--- src/rtl/spi_reg_ctrl.sv ---
// spi_reg_ctrl: command sequencer and register file behind the SPI byte receiver.
// A one-byte header selects write (bit7=1) or read (bit7=0) and a 4-bit start address;
// following bytes stream into the control registers or out of the control/status map.
// Frames end on frame_rst or after TIMEOUT quiet cycles.
//
// Ports:
//   clk        system clock
//   rst        asynchronous active-high reset
//   frame_rst  synchronous frame abort, returns to idle
//   rx_byte    received byte, qualified by rx_valid
//   rx_valid   one-cycle pulse per received byte
//   status_in  eight read-only status bytes at addresses 8..15
//   tx_byte    registered byte for the next SPI shift-out
//   ctrl_regs  eight read/write control bytes at addresses 0..7
//   wr_strobe  one-cycle pulse per accepted control-register write
//   wr_addr    index of the control register just written
//   busy       high whenever a frame is in progress
//   err        sticky protocol error flag
module spi_reg_ctrl #(
    parameter int unsigned TIMEOUT   = 16000,
    parameter logic [7:0]  IDLE_BYTE = 8'h81
) (
    input  logic        clk,
    input  logic        rst,
    input  logic        frame_rst,
    input  logic [7:0]  rx_byte,
    input  logic        rx_valid,
    input  logic [63:0] status_in,
    output logic [7:0]  tx_byte,
    output logic [63:0] ctrl_regs,
    output logic        wr_strobe,
    output logic [2:0]  wr_addr,
    output logic        busy,
    output logic        err
);

    localparam int unsigned CntW = (TIMEOUT > 2) ? $clog2(TIMEOUT) : 1;
    localparam logic [CntW-1:0] CntLast = CntW'(TIMEOUT - 1);
    localparam logic [7:0] CmdClearErr = 8'h40;

    typedef enum logic [1:0] {StIdle, StWrite, StRead, StDiscard} state_e;

    state_e          state_q, state_d;
    logic [3:0]      addr_q, addr_d;
    logic [7:0]      tx_q, tx_d;
    logic [63:0]     ctrl_q, ctrl_d;
    logic            strobe_q, strobe_d;
    logic [2:0]      wr_addr_q, wr_addr_d;
    logic            err_q, err_d;
    logic            busy_q;
    logic [CntW-1:0] cnt_q, cnt_d;
    logic [3:0]      addr_inc;

    // Unified 16-byte map: 0..7 control, 8..15 status.
    function automatic logic [7:0] byte_at(input logic [3:0] a, input logic [63:0] cr,
                                           input logic [63:0] st);
        if (a[3]) begin
            return st[{a[2:0], 3'b000} +: 8];
        end
        return cr[{a[2:0], 3'b000} +: 8];
    endfunction

    assign addr_inc = addr_q + 4'd1;

    always_comb begin
        state_d   = state_q;
        addr_d    = addr_q;
        tx_d      = tx_q;
        ctrl_d    = ctrl_q;
        strobe_d  = 1'b0;
        wr_addr_d = wr_addr_q;
        err_d     = err_q;
        cnt_d     = (state_q == StIdle || rx_valid) ? '0 : cnt_q + CntW'(1);

        if (frame_rst) begin
            // Abort wins over a coincident byte; registers and err survive.
            state_d = StIdle;
            tx_d    = IDLE_BYTE;
            cnt_d   = '0;
        end else if (rx_valid) begin
            unique case (state_q)
                StIdle: begin
                    addr_d = rx_byte[3:0];
                    if (rx_byte == CmdClearErr) begin
                        err_d   = 1'b0;
                        state_d = StDiscard;
                    end else if (rx_byte[6:4] != 3'b000) begin
                        err_d   = 1'b1;
                        state_d = StDiscard;
                    end else if (rx_byte[7]) begin
                        state_d = StWrite;
                    end else begin
                        state_d = StRead;
                        tx_d    = byte_at(rx_byte[3:0], ctrl_q, status_in);
                    end
                end
                StWrite: begin
                    addr_d = addr_inc;
                    if (!addr_q[3]) begin
                        ctrl_d[{addr_q[2:0], 3'b000} +: 8] = rx_byte;
                        strobe_d  = 1'b1;
                        wr_addr_d = addr_q[2:0];
                    end else begin
                        // Status space is read-only: drop data and flag it.
                        err_d = 1'b1;
                    end
                end
                StRead: begin
                    addr_d = addr_inc;
                    tx_d   = byte_at(addr_inc, ctrl_q, status_in);
                end
                StDiscard: begin
                end
                default: begin
                    state_d = StIdle;
                end
            endcase
        end else if (state_q != StIdle && cnt_q == CntLast) begin
            // Inactivity timeout: silent abandon, err untouched.
            state_d = StIdle;
            tx_d    = IDLE_BYTE;
            cnt_d   = '0;
        end
    end

    always_ff @(posedge clk or posedge rst) begin
        if (rst) begin
            state_q   <= StIdle;
            addr_q    <= 4'd0;
            tx_q      <= IDLE_BYTE;
            ctrl_q    <= 64'd0;
            strobe_q  <= 1'b0;
            wr_addr_q <= 3'd0;
            err_q     <= 1'b0;
            busy_q    <= 1'b0;
            cnt_q     <= '0;
        end else begin
            state_q   <= state_d;
            addr_q    <= addr_d;
            tx_q      <= tx_d;
            ctrl_q    <= ctrl_d;
            strobe_q  <= strobe_d;
            wr_addr_q <= wr_addr_d;
            err_q     <= err_d;
            busy_q    <= (state_d != StIdle);
            cnt_q     <= cnt_d;
        end
    end

    assign tx_byte   = tx_q;
    assign ctrl_regs = ctrl_q;
    assign wr_strobe = strobe_q;
    assign wr_addr   = wr_addr_q;
    assign busy      = busy_q;
    assign err       = err_q;

endmodule

--- config.mk ---
export PLATFORM = sky130hd
export DESIGN_NAME = spi_reg_ctrl
export DESIGN_NICKNAME = d
export VERILOG_FILES = /design/src/rtl/spi_reg_ctrl.sv
export SDC_FILE = /design/constraint.sdc
export NUM_CORES = 1
export LEC_CHECK = 0
export ABC_CLOCK_PERIOD_IN_PS = 3450
export BUFFER_PORTS_ARGS = -buffer_cell sky130_fd_sc_hd__buf_2
export CORE_MARGIN = 3
export CORE_UTILIZATION = 35
export CTS_CLUSTER_DIAMETER = 30
export DETAILED_ROUTE_END_ITERATION = 10
export HOLD_SLACK_MARGIN = 0.06
export PLACE_DENSITY = 0.55
export SLEW_MARGIN = 30
export SYNTH_ARGS = -nofsm -noshare
export SYNTH_HDL_FRONTEND = slang
export SYNTH_SLANG_ARGS = --single-unit
--- constraint.sdc ---
create_clock -name clk -period 3.45 [get_ports clk]
set_input_delay 0.5175 -clock clk [delete_from_list [all_inputs] [get_ports clk]]
set_output_delay 0.5175 -clock clk [all_outputs]
set_load 0.005 [all_outputs]
### Yosys cells after proc, flatten, opt, wreduce, memory -nomap -nowiden

Cells that the tools add are included.

| operators by class | value |
|---|---|
| add/subtract/negate cells | 3 |
| multipliers | 0 |
| div/mod/pow operators | 0 |
| magnitude comparators | 0 |
| eq/ne operators | 10 |
| shifts and indexed selects | 6 |
| multiplexer cells | 43 |
| bitwise operators | 2 |
| reductions and logical operators | 14 |

Operators by type and width:

| kind | count |
|---|---|
| $shiftx A64 B7 Y8 | 4 |
| $mux W8 | 10 |
| $bwmux W64 | 1 |
| $shift A8 B8 Y64 const A | 1 |
| $shiftx A8 B8 Y64 | 1 |
| $mux W14 | 4 |
| $mux W1 | 18 |
| $pmux W8 S2 | 1 |
| $add A14 B1 Y14 const B | 1 |
| $eq A14 B14 Y1 const B | 1 |
| $mux W2 | 7 |
| $ne A4 B4 Y1 const B | 3 |
| $reduce_and A5 Y1 | 2 |
| $eq A8 B7 Y1 const B | 1 |
| $neg A6 Y8 | 1 |
| $pmux W4 S2 | 1 |
| $reduce_bool A2 Y1 | 4 |
| $reduce_bool A3 Y1 | 2 |
| $add A4 B1 Y4 const B | 1 |
| $ne A4 B2 Y1 const B | 1 |
| $reduce_and A4 Y1 | 1 |
| $ne A3 B1 Y1 const B | 1 |
| $reduce_and A3 Y1 | 1 |
| $eq A2 B1 Y1 const B | 1 |
| 8 further kinds | 9 |

| word-level totals | value |
|---|---|
| flip-flop bits (word level) | 98 |
| latch bits | 0 |
| RAM bits | 0 |
| bits in read-only memories | 0 |
| input port bits | 76 |
| memories kept | 0 |

### Logic depth before layout (Yosys ltp)

| logic depth | value |
|---|---|
| depth in word-level cells | 14 |
| mapped depth | 11 |
| gate-level depth less buffers | 7 |

### Worst setup path before layout

No wires, ideal clock.

| path | value |
|---|---|
| path type | reg2reg |
| start point | register addr_q[0] |
| end point | register ctrl_q[15] (netlist: ctrl_regs[15]) |
| data arrival time | 2.595 ns |
| slack | 0.719 ns |
| stages on the path, launching flop included | 12 |
| clock period less this slack | 2.731 ns |
| cell sequence | dfrtp_1 -> inv_1 -> clkbuf_1 -> buf_1 -> ha_1 -> buf_2 -> buf_2 -> clkbuf_1 -> nand4_1 -> clkbuf_1 -> nand2_1 -> o21ai_0 |

| on the way | value |
|---|---|
| word-level cells in the longest chain between the ends | 3 |
| elaborated cells on any way between the ends | 4 |

RTL lines:

| element | line | text |
|---|---|---|
| start, declared | 44 | `logic [3:0] addr_q, addr_d;` |
| start signal, assigned | 139 | `addr_q <= addr_d;` |
| $neg A6 Y8 (*) | 100 | `ctrl_d[{addr_q[2:0], 3'b000} +: 8] = rx_byte;` |
| $shiftx A8 B8 Y64 or $shift A8 B8 Y64 (tied branches) | 100 |  |
| $bwmux W64 (*) | 100 |  |
| end signal, assigned | 141 | `ctrl_q <= ctrl_d;` |
| end, declared | 46 | `logic [63:0] ctrl_q, ctrl_d;` |

Mark *: on every way between the ends. The rest lies on a longest branch, timed or not.
A chain may end at the register's enable or synchronous reset.

### Worst setup path after layout

| path | value |
|---|---|
| start point | register addr_q[0] |
| end point | register tx_q[3] (netlist: tx_byte[3]) |

| on the way | value |
|---|---|
| word-level cells in the longest chain between the ends | 9 |
| elaborated cells on any way between the ends | 12 |

RTL lines:

| element | line | text |
|---|---|---|
| $add A4 B1 Y4 (*) | 63 | `assign addr_inc = addr_q + 4'd1;` |
| branches (longest 4 deep; another with $shiftx A64 B7 Y8) | - |  |
| $mux W8 (*) | 60 | `return cr[{a[2:0], 3'b000} +: 8];` |
| $pmux W8 S2 (*) | 81 | `unique case (state_q)` |
| $mux W8 (*) | 80 | `end else if (rx_valid) begin` |
| $mux W8 (*) | 75 | `if (frame_rst) begin` |
| end signal, assigned | 140 | `tx_q <= tx_d;` |
| end, declared | 45 | `logic [7:0] tx_q, tx_d;` |

Every way passes the cells marked *. The select of a mux whose other input is x is not followed.

==> flow_summary.ini <==
[sta]
setup_violations = 0
period_needed_ns = 2.75
finalSetupTns_ns = 0
worstMarginPinSlew_ns = 0.924
grt_setup_unrepaired = false
hold_slack_ns = 0.301
final-max-slew-violation-count = 0
slew_headroom_pct = 38.4
clock_skew_ns = 0.00740
fmax_ghz = 0.363
timing.final.hold_violations = 0
timing.final.crit_share_pct = 79.8

[logic_synthesis]
synth_fp_nets = 688
synth.area.top_cells = dfrtp_1, mux4_2, mux2_2, mux2i_1, o21ai_0
ys_seq_area_share_pct = 37.9
synth_compound_area_share_pct = 13.4
synth_top_family_by_area = multiplexers
yosys_warnings = 0
synth-edff-count = 0
yosysMostFrequentCell = dfrtp_1
synth-simple-area-share_pct = 12.9
ys_seq_elements = 98
muxShareOfSynthArea_pct = 28.1
yosys.area_share.adder_pct = 1.54
synth_flop_cell = dfrtp_1
ys_types = 60
synthTopCellsByCount = dfrtp_1, mux2_2, o21ai_0, mux4_2, nand2_1
synth.cell_area_um2 = 6480
synthArstFlopShare_pct = 100
syn_inst = 604
netlist.area_leader.share_pct = 37.1
synth.avg_cell_area_um2 = 10.7
yosys.area_share.xor_xnor_pct = 1.76
yosysTopAreaCell = dfrtp_1

[global_route]
grt_overflow = 0
antenna_found_initial = 0
grt_max_degree = 59
grt_pass1_wl_mm = 36.6
grt_pass1_vias = 5856
grtUsageTotal_pct = 23.9

[clock_tree]
clock_path_buffers = 2
cts_resized = 0
cts_sinks = 98
clk_latency_ns = 0.36
numCtsBuffers = 9
postCtsSetupBuffers = 0
cts_hold_buf = 0
tritoncts = built
root_buffer = clkbuf_16
clk_pin_slew_ns = 0.07
htree_levels = 3

[worst_hold_path]
hp-class = primary input to async pin

[floorplanning]
die-area_um2 = 20200
die_w_um = 142
core-area_um2 = 18100
ios = 154
die_y_um = 142
rows = 49
start_util_pct = 35.8

[power_and_ir_drop]
ir_worst_vdd_uv = 241
p_per_area_nw_per_um2 = 528
p_leak_nw = 3.67

[routing]
vias = 5836
routed_via_density = 6.00
ant_nets = 0
drc_errors = 0
wl_mm = 24.0
drt_iter0_markers = 470
wl_per_cell_um = 24.7
firstDrtPassIters = 5

[placed_design]
placement.io_buffers = 153
hpwl_mm = 17.3
routabilityCongestion = 0.915
dpl_cell_area_um2 = 7480

[layout]
syn2layout_area_growth_pct = 20.6
layout.nets = 823
drive_gt1_share_pct = 40.2
final_area_um2 = 7820
n_antenna_cell = 0

[critical_path]
worstPathMaxFanout = 10
arrival_ns = 2.99
cp-end-kind = flip-flop
cp_cell_sequence = ha_1 -> xor2_1 -> nor2_1 -> buf_4 -> o21ai_0 -> a211o_1 -> a32o_1
worstSetupStartpointType = flip-flop
crit_type = flip-flop to flip-flop
crit_slowest_cell = nor2_1
cp_slowest_stage_delay_ns = 0.59
cp.required_ns = 3.69
worst-path-buf-inv = 1
cp_top_family = compound AO/OA/AOI/OAI gates

[job]
maxCapViolations = 0

[outcome]
status = finished, final reports clean
-- cells by family after synthesis --
| kind of cell | Yosys count |
|---|---|
| simple gates | 160 |
| compound gates | 137 |
| mux | 123 |
| flops | 98 |
| buf+inv | 65 |
| xor+xnor | 13 |
| fa+ha+maj | 8 |
-- path summary, 6_finish.rpt --
kind | depth (start not counted) | slack (ns) | startpoint | to
worst max-delay path | 7 | 0.70 | addr_q[0]$_DFFE_PP0P_ | tx_byte[3]$_DFFE_PP0P_
worst min-delay path | 2 | 0.30 | rst | cnt_q[3]$_DFF_PP0_
worst max register to register | 7 | 0.70 | addr_q[0]$_DFFE_PP0P_ | tx_byte[3]$_DFFE_PP0P_
worst min register to register | 2 | 0.48 | tx_byte[7]$_DFFE_PP1P_ | tx_byte[7]$_DFFE_PP1P_
max in group asynchronous | 3 | 2.29 | rst | tx_byte[7]$_DFFE_PP1P_
min in group clk | 2 | 0.48 | tx_byte[7]$_DFFE_PP1P_ | tx_byte[7]$_DFFE_PP1P_
-- metal layers --
metal  vias up  global-route usage, %  part of all wire [%]
met5         -                      0                     0
met1      2941                   34.3                    43
li1       2549                      -                     -
met2       313                   36.6                    46
met3        33                   4.84                   9.2
met4         0                   7.07                   2.0
-- flip-flops by register name, indices dropped and copies added (netlist names) --
register	cells
ctrl_regs	64
cnt_q	14
tx_byte	8
addr_q	4
wr_addr	3
state_q	2
busy	1
err	1
wr_strobe	1
-- final cells by class --
cell class / instances / area, um2
fillers: 1721 / 10300
multi-input cells: 441 / 3750
flip-flops and latches: 98 / 2460
repair buffers: 174 / 923
well taps: 229 / 287
clock buffers: 10 / 229
clock inverters: 6 / 115
inverters: 15 / 58.8
-- power by group --
| part | total (W) | internal [W] | leakage, nW | switching, W |
|---|---|---|---|---|
| sequential | 0.00141 | 0.00125 | 1.33 | 0.000159 |
| clock | 0.00119 | 0.000713 | 0.163 | 0.000481 |
| combinational | 0.00153 | 0.000601 | 2.17 | 0.000925 |
| total | 0.00413 | 0.00257 | 3.67 | 0.00156 |
-- layout by cell type (no fill, tap or decap), types with 3 or more instances in the layout --
| master | netlist | final |
|---|---|---|
| nor4_1 | 3 | 3 |
| inv_1 | 15 | 14 |
| nor2_1 | 25 | 25 |
| mux4_2 | 42 | 42 |
| nand2b_1 | 4 | 4 |
| a32o_1 | 4 | 4 |
| a31oi_1 | 7 | 7 |
| a21boi_0 | 3 | 3 |
| nor3_1 | 5 | 5 |
| o22ai_1 | 5 | 5 |
| nand2_1 | 42 | 42 |
| buf_2 | 20 | 153 |
| and2_1 | 5 | 5 |
| nand4_1 | 5 | 5 |
| xor2_1 | 8 | 8 |
| mux2_2 | 53 | 53 |
| clkbuf_16 | 0 | 9 |
| xnor2_1 | 5 | 5 |
| buf_4 | 4 | 21 |
| a211oi_1 | 10 | 10 |
| a21oi_1 | 28 | 28 |
| mux2i_1 | 28 | 28 |
| and3_1 | 4 | 4 |
| ha_1 | 8 | 8 |
| bufinv_16 | 0 | 3 |
| nand3_1 | 41 | 41 |
| a211o_1 | 9 | 9 |
| dfrtp_1 | 96 | 95 |
| o21ai_0 | 53 | 53 |
| nor2b_1 | 7 | 7 |
-- stage by stage --
step                utilization [%]  power, W  cells  worst slack, ns
detailed placement             41.3   0.00293    957            0.763
finish                         43.2   0.00413    973            0.695
floorplan                         -   0.00237    604            0.374
global route                   43.2   0.00433    973            0.609
CTS                            43.2   0.00413    973            0.770
global placement               41.3   0.00291    957            0.792
Note: power is estimated with default switching activity, not from simulation.
